`config.mk`:
```
export PLATFORM = sky130hd
export DESIGN_NAME = traffic_monitor
export DESIGN_NICKNAME = d
export VERILOG_FILES = /design/src/rtl/traffic_pkg.sv /design/src/rtl/dwell_timer.sv /design/src/rtl/traffic_monitor.sv
export SDC_FILE = /design/constraint.sdc
export NUM_CORES = 1
export LEC_CHECK = 0
export ABC_CLOCK_PERIOD_IN_PS = 2870
export BUFFER_PORTS_ARGS = -buffer_cell sky130_fd_sc_hd__buf_2
export CAP_MARGIN = 15
export CELL_PAD_IN_SITES_DETAIL_PLACEMENT = 0
export CELL_PAD_IN_SITES_GLOBAL_PLACEMENT = 1
export CORE_ASPECT_RATIO = 0.6
export CORE_MARGIN = 10
export CORE_UTILIZATION = 42
export CTS_CLUSTER_SIZE = 24
export DETAILED_ROUTE_END_ITERATION = 16
export GPL_ROUTABILITY_DRIVEN = 1
export GPL_TIMING_DRIVEN = 0
export HOLD_SLACK_MARGIN = 0.08
export PLACE_DENSITY = 0.85
export SYNTH_ARGS = -nofsm -noshare
export SYNTH_HDL_FRONTEND = slang
export SYNTH_SLANG_ARGS = --single-unit
```
`constraint.sdc`:
```
create_clock -name clk -period 2.87 [get_ports clk]
set_input_delay 0.287 -clock clk [delete_from_list [all_inputs] [get_ports clk]]
set_output_delay 0.287 -clock clk [all_outputs]
set_load 0.03 [all_outputs]
```
`src/rtl/traffic_pkg.sv`:
```
// Shared traffic-light definitions: phase encodings, legal lamp codes and monitor FSM states.
// Lamp codes are packed as {green, amber, red}.
package traffic_pkg;

   typedef enum logic [1:0] {
      PH_RED       = 2'd0,
      PH_RED_AMBER = 2'd1,
      PH_GREEN     = 2'd2,
      PH_AMBER     = 2'd3
   } phase_t;

   typedef enum logic {
      ST_SYNC  = 1'b0,
      ST_TRACK = 1'b1
   } state_t;

   localparam logic [2:0] CODE_RED       = 3'b001;
   localparam logic [2:0] CODE_RED_AMBER = 3'b011;
   localparam logic [2:0] CODE_GREEN     = 3'b100;
   localparam logic [2:0] CODE_AMBER     = 3'b010;

   function automatic logic is_legal(input logic [2:0] code);
      return (code == CODE_RED) || (code == CODE_RED_AMBER) ||
             (code == CODE_GREEN) || (code == CODE_AMBER);
   endfunction

   function automatic phase_t code_to_phase(input logic [2:0] code);
      case (code)
         CODE_RED_AMBER: return PH_RED_AMBER;
         CODE_GREEN:     return PH_GREEN;
         CODE_AMBER:     return PH_AMBER;
         default:        return PH_RED;
      endcase
   endfunction

   function automatic phase_t next_phase(input phase_t p);
      case (p)
         PH_RED:       return PH_RED_AMBER;
         PH_RED_AMBER: return PH_GREEN;
         PH_GREEN:     return PH_AMBER;
         default:      return PH_RED;
      endcase
   endfunction

endpackage

```
`src/rtl/dwell_timer.sv`:
```
// Counts consecutive cycles a phase is held; 'over' flags a hold that would push
// the count past MAX_DWELL. The count saturates so a stuck lamp cannot wrap it.
module dwell_timer #(
   parameter int MAX_DWELL = 16
) (
   input  logic clk,
   input  logic rst_n,
   input  logic restart,
   input  logic hold,
   output logic over
);

   localparam int W = $clog2(MAX_DWELL + 2);
   localparam logic [W-1:0] ONE   = W'(1);
   localparam logic [W-1:0] LIMIT = W'(MAX_DWELL);
   localparam logic [W-1:0] SAT   = '1;

   logic [W-1:0] count;

   assign over = hold && !restart && (count >= LIMIT);

   // NOTE: sequential state uses non-blocking assignments so every flop samples
   // pre-edge values regardless of process evaluation order.
   always_ff @(posedge clk or negedge rst_n) begin
      if (!rst_n) begin
         count <= '0;
      end else if (restart) begin
         count <= ONE;
      end else if (hold && (count != SAT)) begin
         count <= count + ONE;
      end
   end

endmodule

```
`src/rtl/traffic_monitor.sv`:
```
// Watches a traffic-light controller's lamps, tracks the phase sequence and raises
// sticky flags for illegal lamp codes, out-of-order phases and over-long dwells.
module traffic_monitor
   import traffic_pkg::*;
#(
   parameter int MAX_DWELL = 16,
   parameter int CNT_W     = 8
) (
   input  logic             clk,
   input  logic             rst_n,
   input  logic             red,
   input  logic             amber,
   input  logic             green,
   input  logic             clear,
   output logic             locked,
   output logic [1:0]       phase,
   output logic [CNT_W-1:0] cycle_count,
   output logic             code_err,
   output logic             seq_err,
   output logic             dwell_err,
   output logic             err
);

   localparam logic [CNT_W-1:0] CNT_ONE = CNT_W'(1);

   logic [2:0] code;
   logic       legal;
   phase_t     code_phase;

   state_t state_q, state_d;
   phase_t phase_q, phase_d;
   logic   restart, hold, over;
   logic   code_ev, seq_ev, wrap_ev;
   logic   code_err_d, seq_err_d, dwell_err_d;

   assign code       = {green, amber, red};
   assign legal      = is_legal(code);
   assign code_phase = code_to_phase(code);

   dwell_timer #(.MAX_DWELL(MAX_DWELL)) u_dwell (
      .clk     (clk),
      .rst_n   (rst_n),
      .restart (restart),
      .hold    (hold),
      .over    (over)
   );

   // NOTE: every always_comb output gets a default first, so no path can infer a latch.
   always_comb begin
      state_d = state_q;
      phase_d = phase_q;
      restart = 1'b0;
      hold    = 1'b0;
      code_ev = 1'b0;
      seq_ev  = 1'b0;
      wrap_ev = 1'b0;

      if (!legal) begin
         code_ev = 1'b1;
         state_d = ST_SYNC;
      end else if (state_q == ST_SYNC) begin
         phase_d = code_phase;
         state_d = ST_TRACK;
         restart = 1'b1;
      end else if (code_phase == phase_q) begin
         hold = 1'b1;
      end else begin
         // Both an orderly step and an out-of-order jump resynchronise to the new phase.
         phase_d = code_phase;
         restart = 1'b1;
         if (code_phase == next_phase(phase_q)) begin
            wrap_ev = (phase_q == PH_AMBER);
         end else begin
            seq_ev = 1'b1;
         end
      end

      // A new event outranks a coincident clear.
      code_err_d  = code_ev | (code_err  & ~clear);
      seq_err_d   = seq_ev  | (seq_err   & ~clear);
      dwell_err_d = over    | (dwell_err & ~clear);
   end

   always_ff @(posedge clk or negedge rst_n) begin
      if (!rst_n) begin
         state_q     <= ST_SYNC;
         phase_q     <= PH_RED;
         cycle_count <= '0;
         code_err    <= 1'b0;
         seq_err     <= 1'b0;
         dwell_err   <= 1'b0;
         err         <= 1'b0;
      end else begin
         state_q   <= state_d;
         phase_q   <= phase_d;
         code_err  <= code_err_d;
         seq_err   <= seq_err_d;
         dwell_err <= dwell_err_d;
         err       <= code_err_d | seq_err_d | dwell_err_d;
         if (wrap_ev) begin
            cycle_count <= clear ? CNT_ONE : cycle_count + CNT_ONE;
         end else if (clear) begin
            cycle_count <= '0;
         end
      end
   end

   assign locked = (state_q == ST_TRACK);
   assign phase  = phase_q;

endmodule

```
==> flow_summary.ini <==
[run_status]
status = complete, no violations

[global_route]
grt_overflow = 0
first_global_vias = 1277
grt_pass1_wl_mm = 6.11
antenna_found_initial = 0
grt_max_degree = 21
grt_use_total = 0.122

[setup_path]
cp-end-kind = flop
cp.required_ns = 3.02
critPathArrivalTime_ns = 2.72
criticalPathCategory = flop to flop
cp_slowest_cell = dfrtp_1
crit_path_start_kind = flop
max_stage_delay_ns = 0.55
crit_family = simple AND/OR/NAND/NOR gates
crit_buf_inv = 2
crit_fanout = 10
crit_chain = inv_1 > ha_1 > or3_1 > a31o_1 > buf_6 > nor4_1 > mux2_1

[logic_synthesis]
synth_edf_count = 0
synth_area_leaders = dfrtp_1 (36%), ha_1 (5.5%), mux2_1 (4.1%), a31oi_1 (3.6%), nor2b_1 (3.2%)
synth_xor_area_frac = 0.0255
yosys_warnings = 0
synth_top_area_cell = dfrtp_1
synth_compound_area_frac = 0.194
synthDistinctLibCells = 46
synth.avg_cell_area_um2 = 9.08
synth_top_area_share = 0.365
syn_area_um2 = 1370
synth_top_family_by_area = simple AND/OR/NAND/NOR gates
ys_async_sr_fraction = 1.00
synth_fa_ha_area_frac = 0.0547
ys.flop_type = dfrtp_1
synth-seq-area-share = 0.365
syn_nets = 163
synthMuxAreaShare = 0.0566
synth-simple-area-share = 0.237
synth-seq-cells = 20
synthCells = 151

[final_layout]
nFillCells = 297
utilization = 0.528
diodes = 0
drive_above_1_share = 0.183
syn_to_final_growth_pct = 15.5
fin_nets = 188

[cts]
cts_setup_buffers = 0
cts_root_buf = clkbuf_8
cts_resized = 0
clk_latency_ns = 0.26
clk_pin_slew_ns = 0.08
cts_max_level = 1
clockBufferDepth = 2
clock_sinks = 20
cts_tree = done
numCtsBuffers = 3

[floorplan]
initial_core_util = 0.457
std_cell_rows = 15
ios = 21
die_w_um = 93.8
die-area_um2 = 6030
core_area_um2 = 3000
die_h_um = 64.3

[detailed_routing]
postRouteAntennaNets = 0
num_vias = 1250
wl_mm = 3.50
dr.pass1.iters = 4
first_iter_violations = 78
viasPerCell = 5.76
drc = 0
post_drt_wl_per_cell_um = 16.1

[sta]
final-hold-violation-count = 0
timing.fmax_ghz = 0.388
finalSetupTns_ns = 0
period_share = 0.897
clock_skew_ns = 0.00822
period_needed_ns = 2.57
rsz0062_at_grt = no
setup_slack_ns = 0.296
setup_viol = 0
slew_headroom = 0.652
slew_viol_final = 0
tightest_slew_ns = 0.523

[job]
maxCapViolCount = 0

[placement]
gp_congestion = 0.815
pre_cts_ws_ns = 0.324
hpwl_mm = 2.69
port_buffers = 19

[hold_path]
hold_path.class = input port to flop

[power]
p_total_mw = 0.788
powerDensity_nw_per_um2 = 497
p_leak_nw = 0.741
ir_drop_uv = 303
-- synthesized netlist by cell type, types with 4 or more instances --
library cell and number:
nor2_1 11, nand2b_1 4, inv_1 11, nor3_1 4, ha_1 6, mux2_1 5, nand4_1 5, a21oi_1 6
a31oi_1 8, nand2_1 5, dfrtp_1 20, and4_1 4, o21ai_0 5, nor2b_1 7
-- state kept, by name, indices dropped and copies added (netlist names) --
| register | count |
|---|---|
| code_err | 1 |
| cycle_count | 8 |
| dwell_err | 1 |
| err | 1 |
| locked | 1 |
| phase | 2 |
| seq_err | 1 |
| u_dwell.count | 5 |
-- power by group --
part	switching [mW]	total (mW)	leakage [nW]	internal, mW
clock	0.0933	0.215	0.0288	0.122
combinational	0.146	0.232	0.454	0.0864
sequential	0.0304	0.340	0.258	0.310
-- through the flow --
step / instance area, µm² / instances / hold slack (ns)
2_1_floorplan: 1370 / 151 / -0.00859
3_3_place_gp: 1520 / 212 / 0.252
3_5_place_dp: 1520 / 212 / 0.265
4_1_cts: 1580 / 217 / 0.400
5_1_grt: 1580 / 217 / 0.429
6_report: 1580 / 217 / 0.411
-- cells in the final DEF, fill, tap and decap left out, drive strengths merged, types with 3 or more instances in the layout --
master and n:
a21oi 6, a31oi 8, and3 3, and4 4, buf 23, clkbuf 7
dfrtp 20, ha 6, inv 13, mux2 6, nand2 5, nand2b 4
nand4 5, nor2 11, nor2b 7, nor3 4, o21ai 8, o31ai 3
-- routing by layer --
layer  vias to the layer above  global-route usage  wire (µm)
li1                        600                   -          -
met1                       608               0.153       1570
met2                        38               0.204       1680
met3                         4              0.0338        220
met4                         0              0.0245         30
met5                         -                   0          0
-- cells by family (layout without fill, tap and decap cells) --
logic type,after synthesis,count (layout)
xor gates and xnor gates,4,4
muxes,7,7
AOI/OAI and AO/OA,39,39
buffers and inverters,20,44
DFF,20,20
and+or+nand+nor,55,55
adders and majority gates,6,6
-- worst min-delay path, stage by stage --
cell     delay (ns)
buf_4          0.14
a21oi_1        0.05
o22ai_1        0.14
-- repair_timing --
action,4_1_cts,5_1_grt
hold buffers,1,0
setup endpoints to repair,0,0
hold endpoints to repair,20,0
-- final timing paths --
kind                               start                to  slack (ns)  cells after the start
worst min-delay path               amber          phase[0]        0.41                      3
worst min register to register   seq_err           seq_err        0.53                      2
max in group asynchronous          rst_n  u_dwell.count[3]        2.03                      2
worst max register to register  phase[0]    cycle_count[6]        0.30                      7
min in group asynchronous          rst_n          phase[0]        0.51                      2
worst max-delay path            phase[0]    cycle_count[6]        0.30                      7
-- area by class of cell --
class	instances	area [µm²]	area share
tap	42	52.6	0.0332
sequential	20	500	0.316
inverter	13	48.8	0.0308
clock buffer	4	55.1	0.0348
multi-input combinational	111	779	0.492
timing repair buffer	20	105	0.0664
buffer	7	42.5	0.0269
No activity file was read; power rests on OpenSTA's default activity.
